`src/rtl/ps2_pkg.sv`:
```
// Shared types and constants for the PS/2 keyboard front end and the game-key decode.
package ps2_pkg;

    typedef enum logic [1:0] {
        IDLE,
        DATA,
        PARITY,
        STOP
    } ps2_state_t;

    localparam logic [7:0] PS2_BREAK = 8'hF0;
    localparam logic [7:0] PS2_EXT   = 8'hE0;

    localparam logic [7:0] KEY_LEFT  = 8'h6B;
    localparam logic [7:0] KEY_RIGHT = 8'h74;
    localparam logic [7:0] KEY_ENTER = 8'h5A;
    localparam logic [7:0] KEY_SPACE = 8'h29;

    // Odd parity holds when data plus parity bit carry an odd number of ones.
    function automatic logic odd_parity_ok(input logic [7:0] data, input logic par);
        return ^{data, par};
    endfunction

endpackage

```
`src/rtl/ps2_sync_filter.sv`:
```
// Synchronizes an asynchronous PS/2 clock line, debounces it with a stability
// filter and produces a one-cycle strobe on each accepted falling edge.
module ps2_sync_filter #(
    parameter int unsigned FILTER_LEN = 8
) (
    input  logic clk,
    input  logic rst_n,
    input  logic raw,
    output logic fall
);

    localparam int unsigned CNT_W = 8;

    logic             meta;
    logic             sync;
    logic             filt;
    logic [CNT_W-1:0] cnt;

    // Two-flop synchronizer, idle-high like the bus.
    always_ff @(posedge clk or negedge rst_n) begin
        if (!rst_n) begin
            meta <= 1'b1;
            sync <= 1'b1;
        end else begin
            meta <= raw;
            sync <= meta;
        end
    end

    // A new level is accepted only after FILTER_LEN consecutive cycles of agreement.
    always_ff @(posedge clk or negedge rst_n) begin
        if (!rst_n) begin
            cnt  <= '0;
            filt <= 1'b1;
            fall <= 1'b0;
        end else begin
            fall <= 1'b0;
            if (sync == filt) begin
                cnt <= '0;
            end else if (cnt == CNT_W'(FILTER_LEN - 1)) begin
                cnt  <= '0;
                filt <= sync;
                fall <= ~sync;
            end else begin
                cnt <= cnt + CNT_W'(1);
            end
        end
    end

endmodule

```
`src/rtl/ps2_scancode_receiver.sv`:
```
// Deserializes PS/2 keyboard frames and folds break/extended prefixes into a
// held makeBreak/outCode/extended result with code_valid and frame_err strobes.
module ps2_scancode_receiver
    import ps2_pkg::*;
#(
    parameter int unsigned FILTER_LEN     = 8,
    parameter int unsigned TIMEOUT_CYCLES = 100000
) (
    input  logic       CLOCK_50,
    input  logic       reset,
    input  logic       PS2_CLK,
    input  logic       PS2_DAT,
    input  logic       valid,
    output logic [7:0] outCode,
    output logic       makeBreak,
    output logic       extended,
    output logic       code_valid,
    output logic       frame_err
);

    localparam int unsigned TMO_W = $clog2(TIMEOUT_CYCLES + 1);

    logic             fall;
    logic             dat_meta;
    logic             dat_sync;

    ps2_state_t       state,      state_nx;
    logic [2:0]       bit_cnt,    bit_cnt_nx;
    logic [7:0]       shreg,      shreg_nx;
    logic             par_bit,    par_nx;
    logic             brk_pend,   brk_nx;
    logic             ext_pend,   ext_nx;
    logic [TMO_W-1:0] tmo_cnt,    tmo_nx;
    logic [7:0]       code_nx;
    logic             mb_nx;
    logic             ext_out_nx;
    logic             cv_nx;
    logic             fe_nx;

    ps2_sync_filter #(
        .FILTER_LEN (FILTER_LEN)
    ) u_clk_filter (
        .clk   (CLOCK_50),
        .rst_n (reset),
        .raw   (PS2_CLK),
        .fall  (fall)
    );

    // Data needs no filtering: it is stable around the filtered clock edge.
    always_ff @(posedge CLOCK_50 or negedge reset) begin
        if (!reset) begin
            dat_meta <= 1'b1;
            dat_sync <= 1'b1;
        end else begin
            dat_meta <= PS2_DAT;
            dat_sync <= dat_meta;
        end
    end

    always_ff @(posedge CLOCK_50 or negedge reset) begin
        if (!reset) begin
            state      <= IDLE;
            bit_cnt    <= '0;
            shreg      <= '0;
            par_bit    <= 1'b0;
            brk_pend   <= 1'b0;
            ext_pend   <= 1'b0;
            tmo_cnt    <= '0;
            outCode    <= '0;
            makeBreak  <= 1'b0;
            extended   <= 1'b0;
            code_valid <= 1'b0;
            frame_err  <= 1'b0;
        end else begin
            state      <= state_nx;
            bit_cnt    <= bit_cnt_nx;
            shreg      <= shreg_nx;
            par_bit    <= par_nx;
            brk_pend   <= brk_nx;
            ext_pend   <= ext_nx;
            tmo_cnt    <= tmo_nx;
            outCode    <= code_nx;
            makeBreak  <= mb_nx;
            extended   <= ext_out_nx;
            code_valid <= cv_nx;
            frame_err  <= fe_nx;
        end
    end

    always_comb begin
        state_nx   = state;
        bit_cnt_nx = bit_cnt;
        shreg_nx   = shreg;
        par_nx     = par_bit;
        brk_nx     = brk_pend;
        ext_nx     = ext_pend;
        tmo_nx     = tmo_cnt;
        code_nx    = outCode;
        mb_nx      = makeBreak;
        ext_out_nx = extended;
        cv_nx      = 1'b0;
        fe_nx      = 1'b0;

        if (fall) begin
            tmo_nx = '0;
            case (state)
                IDLE: begin
                    if (!dat_sync) begin
                        state_nx   = DATA;
                        bit_cnt_nx = '0;
                    end
                end
                DATA: begin
                    shreg_nx   = {dat_sync, shreg[7:1]};
                    bit_cnt_nx = bit_cnt + 3'd1;
                    if (bit_cnt == 3'd7) begin
                        state_nx = PARITY;
                    end
                end
                PARITY: begin
                    par_nx   = dat_sync;
                    state_nx = STOP;
                end
                STOP: begin
                    state_nx = IDLE;
                    if (dat_sync && odd_parity_ok(shreg, par_bit)) begin
                        if (shreg == PS2_BREAK) begin
                            brk_nx = 1'b1;
                        end else if (shreg == PS2_EXT) begin
                            ext_nx = 1'b1;
                        end else begin
                            if (valid) begin
                                code_nx    = shreg;
                                mb_nx      = ~brk_pend;
                                ext_out_nx = ext_pend;
                                cv_nx      = 1'b1;
                            end
                            brk_nx = 1'b0;
                            ext_nx = 1'b0;
                        end
                    end else begin
                        // A corrupted byte must not leave a stale prefix behind.
                        fe_nx  = 1'b1;
                        brk_nx = 1'b0;
                        ext_nx = 1'b0;
                    end
                end
                default: state_nx = IDLE;
            endcase
        end else if (state == IDLE) begin
            tmo_nx = '0;
        end else if (tmo_cnt == TMO_W'(TIMEOUT_CYCLES - 1)) begin
            state_nx = IDLE;
            tmo_nx   = '0;
            fe_nx    = 1'b1;
            brk_nx   = 1'b0;
            ext_nx   = 1'b0;
        end else begin
            tmo_nx = tmo_cnt + TMO_W'(1);
        end
    end

endmodule

```
`config.mk`:
```
export PLATFORM = sky130hd
export DESIGN_NAME = ps2_scancode_receiver
export DESIGN_NICKNAME = d
export VERILOG_FILES = /design/src/rtl/ps2_pkg.sv /design/src/rtl/ps2_sync_filter.sv /design/src/rtl/ps2_scancode_receiver.sv
export SDC_FILE = /design/constraint.sdc
export NUM_CORES = 1
export LEC_CHECK = 0
export CAP_MARGIN = 20
export CORE_ASPECT_RATIO = 1.4
export CORE_MARGIN = 2
export CORE_UTILIZATION = 40
export CTS_BUF_LIST = sky130_fd_sc_hd__clkbuf_16
export DETAILED_ROUTE_END_ITERATION = 6
export SYNTH_ARGS = -nofsm -noshare
export SYNTH_HDL_FRONTEND = slang
export SYNTH_SLANG_ARGS = --single-unit
```
`constraint.sdc`:
```
create_clock -name CLOCK_50 -period 1.75 [get_ports CLOCK_50]
set_input_delay 0.4375 -clock CLOCK_50 [delete_from_list [all_inputs] [get_ports CLOCK_50]]
set_output_delay 0.4375 -clock CLOCK_50 [all_outputs]
set_load 0.02 [all_outputs]
```
==> results.md, run 1 <==
- Largest family of logic cells by synthesized area: simple AND/OR/NAND/NOR gates
- Die Ht: 101 microns
- Measured slew at the worst slew-check pin: 342 ps
- Fin Clk Skew: 4.43 ps
- Die W: 73.2 microns
- Setup CP Type: reg -> reg
- Hold crit path type: in -> async
- Leakage power: 1.79 nW
- Switch Pwr: 701 uW
- Req. time, crit path: 1950 ps
- Main synth FF type: dfrtp_1
- Largest net degree at the start of global routing: 60
- Nets: 288
- CTS sink cnt: 59
- Startpoint Class: flip-flop
- Seq pwr share: 42.7%
- Async S/R FF share, synth: 100%
- DRC errors left: 0
- Final WS setup: -210 ps
- Clock power frac: 52.7%
- Vias in the first global route: 1820
- Status: finished, violations left
- GP Congestion: 0.709
- Violated checks: setup timing
- Via count: 1758
- Total track usage: 14.8%
- Synth Warn #: 0
- Syn Inst Count: 223
- Worst-Skew Late Latency: 320 ps
- Fmax: 0.510 GHz
- Drt pass-1 iters: 4
- Antenna violations before repair: 0
- Sequential share of the synthesized area: 55.3%
- Detailed placer's ending HPWL: 3350 microns
- # port buffers: 16
- Setup-failing EPs final: 10
- Compound-Gate Fraction of Synth Area: 3.45%
- Top cells by area, synth: dfrtp_1, mux2_2, dfstp_2
- Vias per cell: 4.97
- CP max FO: 11
- Setup WS pre-CTS: -214 ps
- Syn nets: 236
- Overall power: 3.41 mW
- CTS Buf Count: 9
- Worst path arrival time: 2160 ps
- Hold Vio Cnt, Final: 0
- Commonest cells in the netlist: dfrtp_1, nor2_1, xor2_1
- Top-count cell post-synth: dfrtp_1
- Mux share of post-synthesis cell area: 10.3%
- Top-area cell type share of the netlist area: 50.4%
- Yosys cell types: 38
- Synth Register Bits: 59
- Post-synth top area cell: dfrtp_1
- Max_slew headroom: 77.1%
- Initial Util: 41.1%
- Tcrit/Tclk final: 112%
- Num rows: 35
- Number of flops mapped to enable cells by yosys: 0
- Area Overhead vs Synth: 30.4%
- Minimum clock period: 1960 ps
- Pwr/cell area: 975 mW/mm^2
- TritonCTS clock tree: yes
- Logic gate share of total power: 4.6%
- Post-cts hold buffer count: 0
- Bufs on Longest Clock Path: 2
- Net Sw Frac: 20.6%
- Max-slew violations: 0
- Mapped cell area: 0.00268 sq mm
- Max-Cap Viols: 0
- Antenna-violating nets left: 0
- Gr ovfl total: 0
- Clk slew on worst S/H paths: 50 ps
- Final wirelength: 4900 microns
- Die ar.: 0.00739 sq mm
- Core Area: 0.00653 sq mm
- First-pass GRT wire length: 8190 microns
- Synth Area in Simple Gates: 15.3%
- Root Buffer: clkbuf_16
- H-Tree Depth: 3
- Io pins: 17
- Post-Synth Adder-Cell Area: 3.73%
- P_int: 2.71 mW
- Iter 0 DRT Violations: 67
- Critical Path Sink Type: flip-flop
- RSZ-0062 raised after global routing: yes
- Average routed wire per standard cell: 13.8 microns
- Share of layout cells above drive strength 1: 27.9%
- Peak VDD IR: 0.000786 V
- Area share of xor/xnor cells in the synthesized design: 10.3%
- # diodes: 0
- Post-Syn Area per Cell: 12.0 sq um
flip-flops by register name (all words and copies together), names as in the netlist, 2 cells and up:
signal            cells
bit_cnt               3
outCode               8
shreg                 8
state                 2
tmo_cnt              17
u_clk_filter.cnt      8
metal layers:
layer / global-route usage (%) / wire, microns / vias to the layer above
li1: - / - / 869
met1: 18.9 / 2220 / 855
met2: 22.9 / 2390 / 23
met3: 3.50 / 169 / 11
met4: 7.69 / 115 / 0
met5: 0 / 0 / -
repair_timing:
action | in CTS | in global routing
hold endpoints to repair | 0 | 0
gates resized for setup | 2 | 9
setup endpoints to repair | 11 | 19
buffers inserted | 0 | 3
pin swaps | 0 | 3
through the flow:
stage                     utilization, %  instances  setup TNS, ps  hold slack, ps  cell area (sq um)
final                               53.6        354          -1860             113               3500
after global routing                53.6        354          -2530             147               3500
after detailed placement            48.0        335          -1870             348               3130
after floorplan                        -        223           -898             142               2680
after global placement              48.0        335          -1330             347               3130
after CTS                           52.7        351          -1900             127               3440
cell type report:
class / instances / area, sq um
Sequential cell: 59 / 1480
Multi-Input combinational cell: 154 / 1180
Inverter: 5 / 18.8
Tap cell: 74 / 92.6
Clock buffer: 9 / 225
Timing Repair Buffer: 46 / 417
Fill cell: 566 / 3030
Clock inverter: 7 / 83.8
power groups by stage:
stage               Clock, mW  Sequential [mW]  Combinational, mW
global placement            0             1.48              0.159
CTS                      1.84             1.46              0.160
floorplan                   0             1.47              0.101
finish                   1.80             1.46              0.156
global route             1.90             1.46              0.183
detailed placement          0             1.48              0.159
critical path, cell delays in order (launching register included):
cell and delay [ps]:
dfrtp_1 380, xor2_1 160, xnor3_2 480, xnor2_2 190, nand4_2 150, buf_12 190
mux2_4 290
path summary, 6_finish.rpt:
kind	from	endpoint	slack, ps	depth (start not counted)
setup / recovery	shreg[2]	outCode[1]	-210	6
hold / removal	reset	tmo_cnt[11]	110	2
setup reg to reg	shreg[2]	outCode[1]	-210	6
hold reg to reg	dat_meta	dat_sync	350	0
max in group asynchronous	reset	dat_meta	1320	2
min in group CLOCK_50	dat_meta	dat_sync	350	0
cells by family after synthesis:
group	count (synthesis)
fa+ha+maj	8
compound gates	13
simple gates	82
xor+xnor	29
flops	59
mux	22
buf+inv	10
placed cells by master, fill, tap and decap left out, types with 5 or more instances in the layout:
cell	instances
nand2_1	13
ha_1	8
clkdlybuf4s50_1	9
mux2_4	8
dlymetal6s2s_1	5
xnor2_1	12
nor2_1	30
mux2_2	12
nand3_1	11
clkbuf_16	9
inv_1	6
and3_1	6
dfstp_2	5
buf_4	28
dfrtp_1	54
xor2_1	14
No activity file was read; power rests on OpenSTA's default activity.
==> run 2, diff against run 1 <==
--- a/config.mk
+++ b/config.mk
@@ -5,10 +5,9 @@
 export SDC_FILE = /design/constraint.sdc
 export NUM_CORES = 1
 export LEC_CHECK = 0
-export CAP_MARGIN = 20
 export CORE_ASPECT_RATIO = 1.4
 export CORE_MARGIN = 2
-export CORE_UTILIZATION = 40
+export CORE_UTILIZATION = 43
 export CTS_BUF_LIST = sky130_fd_sc_hd__clkbuf_16
 export DETAILED_ROUTE_END_ITERATION = 6
 export SYNTH_ARGS = -nofsm -noshare
==> run 2 against run 1 <==
  * The run still ends with setup timing left
  * Combinational power about the same
  * Worst hold slack got worse by 7.8 ps
  * Clock-buffer cell count unchanged
  * Sequential power about the same
  * Global-route usage increased by 1.6 points
  * Setup slack improved by 29 ps
  * Sequential share of layout area increased by 0.98 points
  * Die area decreased by 6.6%
  * Largest power group unchanged
==> results.md, run 2 (synthesized netlist as in run 1, its figures left out) <==
- Post-cts hold buffer count: 0
- Net Sw Frac: 22.2%
- # diodes: 0
- Sum of buffers and inverters on the critical path: 1
- Nets: 284
- Drt pass-1 iters: 4
- RR Endpoint: outCode[0]
- Vias per cell: 5.01
- Setup CP Type: reg -> reg
- Violated checks: setup timing
- Req. time, crit path: 1950 ps
- Via count: 1743
- Final wirelength: 4740 microns
- Share of layout cells above drive strength 1: 26.4%
- Die ar.: 0.00690 sq mm
- Finished Layout Cells: 348
- H-Tree Depth: 3
- GP Congestion: 0.749
- Minimum clock period: 1930 ps
- Antenna violations before repair: 0
- Root Buffer: clkbuf_16
- DRC errors left: 0
- Iter 0 DRT Violations: 55
- Vias in the first global route: 1934
- Seq pwr share: 46.7%
- P_int: 2.42 mW
- Total track usage: 16.3%
- Logic gate share of total power: 5.0%
- Leakage power: 1.72 nW
- Startpoint Class: flip-flop
- Detailed placer's ending HPWL: 3280 microns
- Max_slew headroom: 74.6%
- CTS Buf Count: 9
- Most frequent cells in the layout: dfrtp_1, nor2_1, buf_4
- TritonCTS clock tree: yes
- CTS sink cnt: 59
- Max-slew violations: 0
- Placed Instances: 331
- Switch Pwr: 691 uW
- CP cell instances: xor2_1 -> xnor3_2 -> xnor2_2 -> nand4_2 -> buf_12 -> mux2_4
- CP top delay family: XOR/XNOR gates
- Area Overhead vs Synth: 27.5%
- Reg-to-reg slack, setup: -180 ps
- Final WS setup: -181 ps
- FF-to-FF Start: shreg[2]
- Max incr delay on CP: 470 ps
- Largest register FFs: 17
- Worst-Skew Late Latency: 320 ps
- FILL cells: 560
- Largest net degree at the start of global routing: 60
- Peak VDD IR: 0.000770 V
- Clk slew on worst S/H paths: 50 ps
- Final setup TNS: -1530 ps
- Io pins: 17
- Clock power frac: 48.3%
- Hold Vio Cnt, Final: 0
- Num rows: 34
- Measured slew at the worst slew-check pin: 378 ps
- Fmax: 0.518 GHz
- # port buffers: 16
- First-pass GRT wire length: 8790 microns
- Critical-path top delay cell: xnor3_2
- CP max FO: 11
- Initial Util: 43.8%
- Average routed wire per standard cell: 13.6 microns
- Setup WS pre-CTS: -190 ps
- Die Ht: 97.5 microns
- Bufs on Longest Clock Path: 2
- Core Area: 0.00613 sq mm
- Gr ovfl total: 0
- Max-Cap Viols: 0
- RSZ-0062 raised after global routing: yes
- Most common cell after layout, fill and taps aside: dfrtp_1
- Status: finished, violations left
- Setup-failing EPs final: 9
- Hold crit path type: in -> async
- Worst R2R Path Depth: 6
- Pwr/cell area: 909 mW/mm^2
- Worst path arrival time: 2130 ps
- Die W: 70.8 microns
- Tcrit/Tclk final: 110%
- Worst hold margin: 105 ps
- Antenna-violating nets left: 0
- Critical Path Sink Type: flip-flop
- Fin Clk Skew: 7.33 ps
- Biggest register: tmo_cnt
[run 2: worst max-delay path by stage]
stage / startpoint / to / slack, ps / cells after the start
4_1_cts: shreg[2] / outCode[2] / -190 / 6
6_report: shreg[2] / outCode[0] / -180 / 6
3_5_place_dp: shreg[2] / outCode[2] / -190 / 6
5_1_grt: shreg[2] / outCode[0] / -270 / 6
2_1_floorplan: shreg[2] / extended / -110 / 6
3_3_place_gp: shreg[2] / outCode[6] / -140 / 6
[run 2: layer usage]
layer | share of wire [%] | global-route usage (%)
met1 | 44 | 20.0
met3 | 3.4 | 4.46
met4 | 1.4 | 7.84
met5 | 0 | 0
met2 | 51 | 26.5
[run 2: what timing repair did]
action,4_1_cts,5_1_grt
buffers inserted,1,0
endpoints found under the setup margin,10,22
pin swaps,0,0
resized for setup,1,7
[run 2: cell type report]
cell class | count | area, sq um | area share, %
flip-flops and latches | 59 | 1480 | 43.4
multi-input cells | 154 | 1170 | 34.1
repair buffers | 42 | 400 | 11.7
clock buffers | 9 | 225 | 6.59
well taps | 72 | 90.1 | 2.63
clock inverters | 7 | 35.0 | 1.02
inverters | 5 | 18.8 | 0.549
[run 2: metrics by stage]
stage / total power [mW] / utilization [%] / instance area [sq um]
after floorplan: 1.57 / - / 2680
after global placement: 1.63 / 51.0 / 3130
after detailed placement: 1.63 / 51.0 / 3130
after CTS: 3.17 / 55.4 / 3400
after global routing: 3.27 / 55.8 / 3420
final: 3.11 / 55.8 / 3420
[run 2: power groups by stage]
stage / clock network [mW] / logic (mW) / registers (mW)
after floorplan: 0 / 0.101 / 1.47
after global placement: 0 / 0.159 / 1.47
after detailed placement: 0 / 0.159 / 1.48
after CTS: 1.56 / 0.161 / 1.45
after global routing: 1.61 / 0.197 / 1.46
final: 1.50 / 0.156 / 1.45
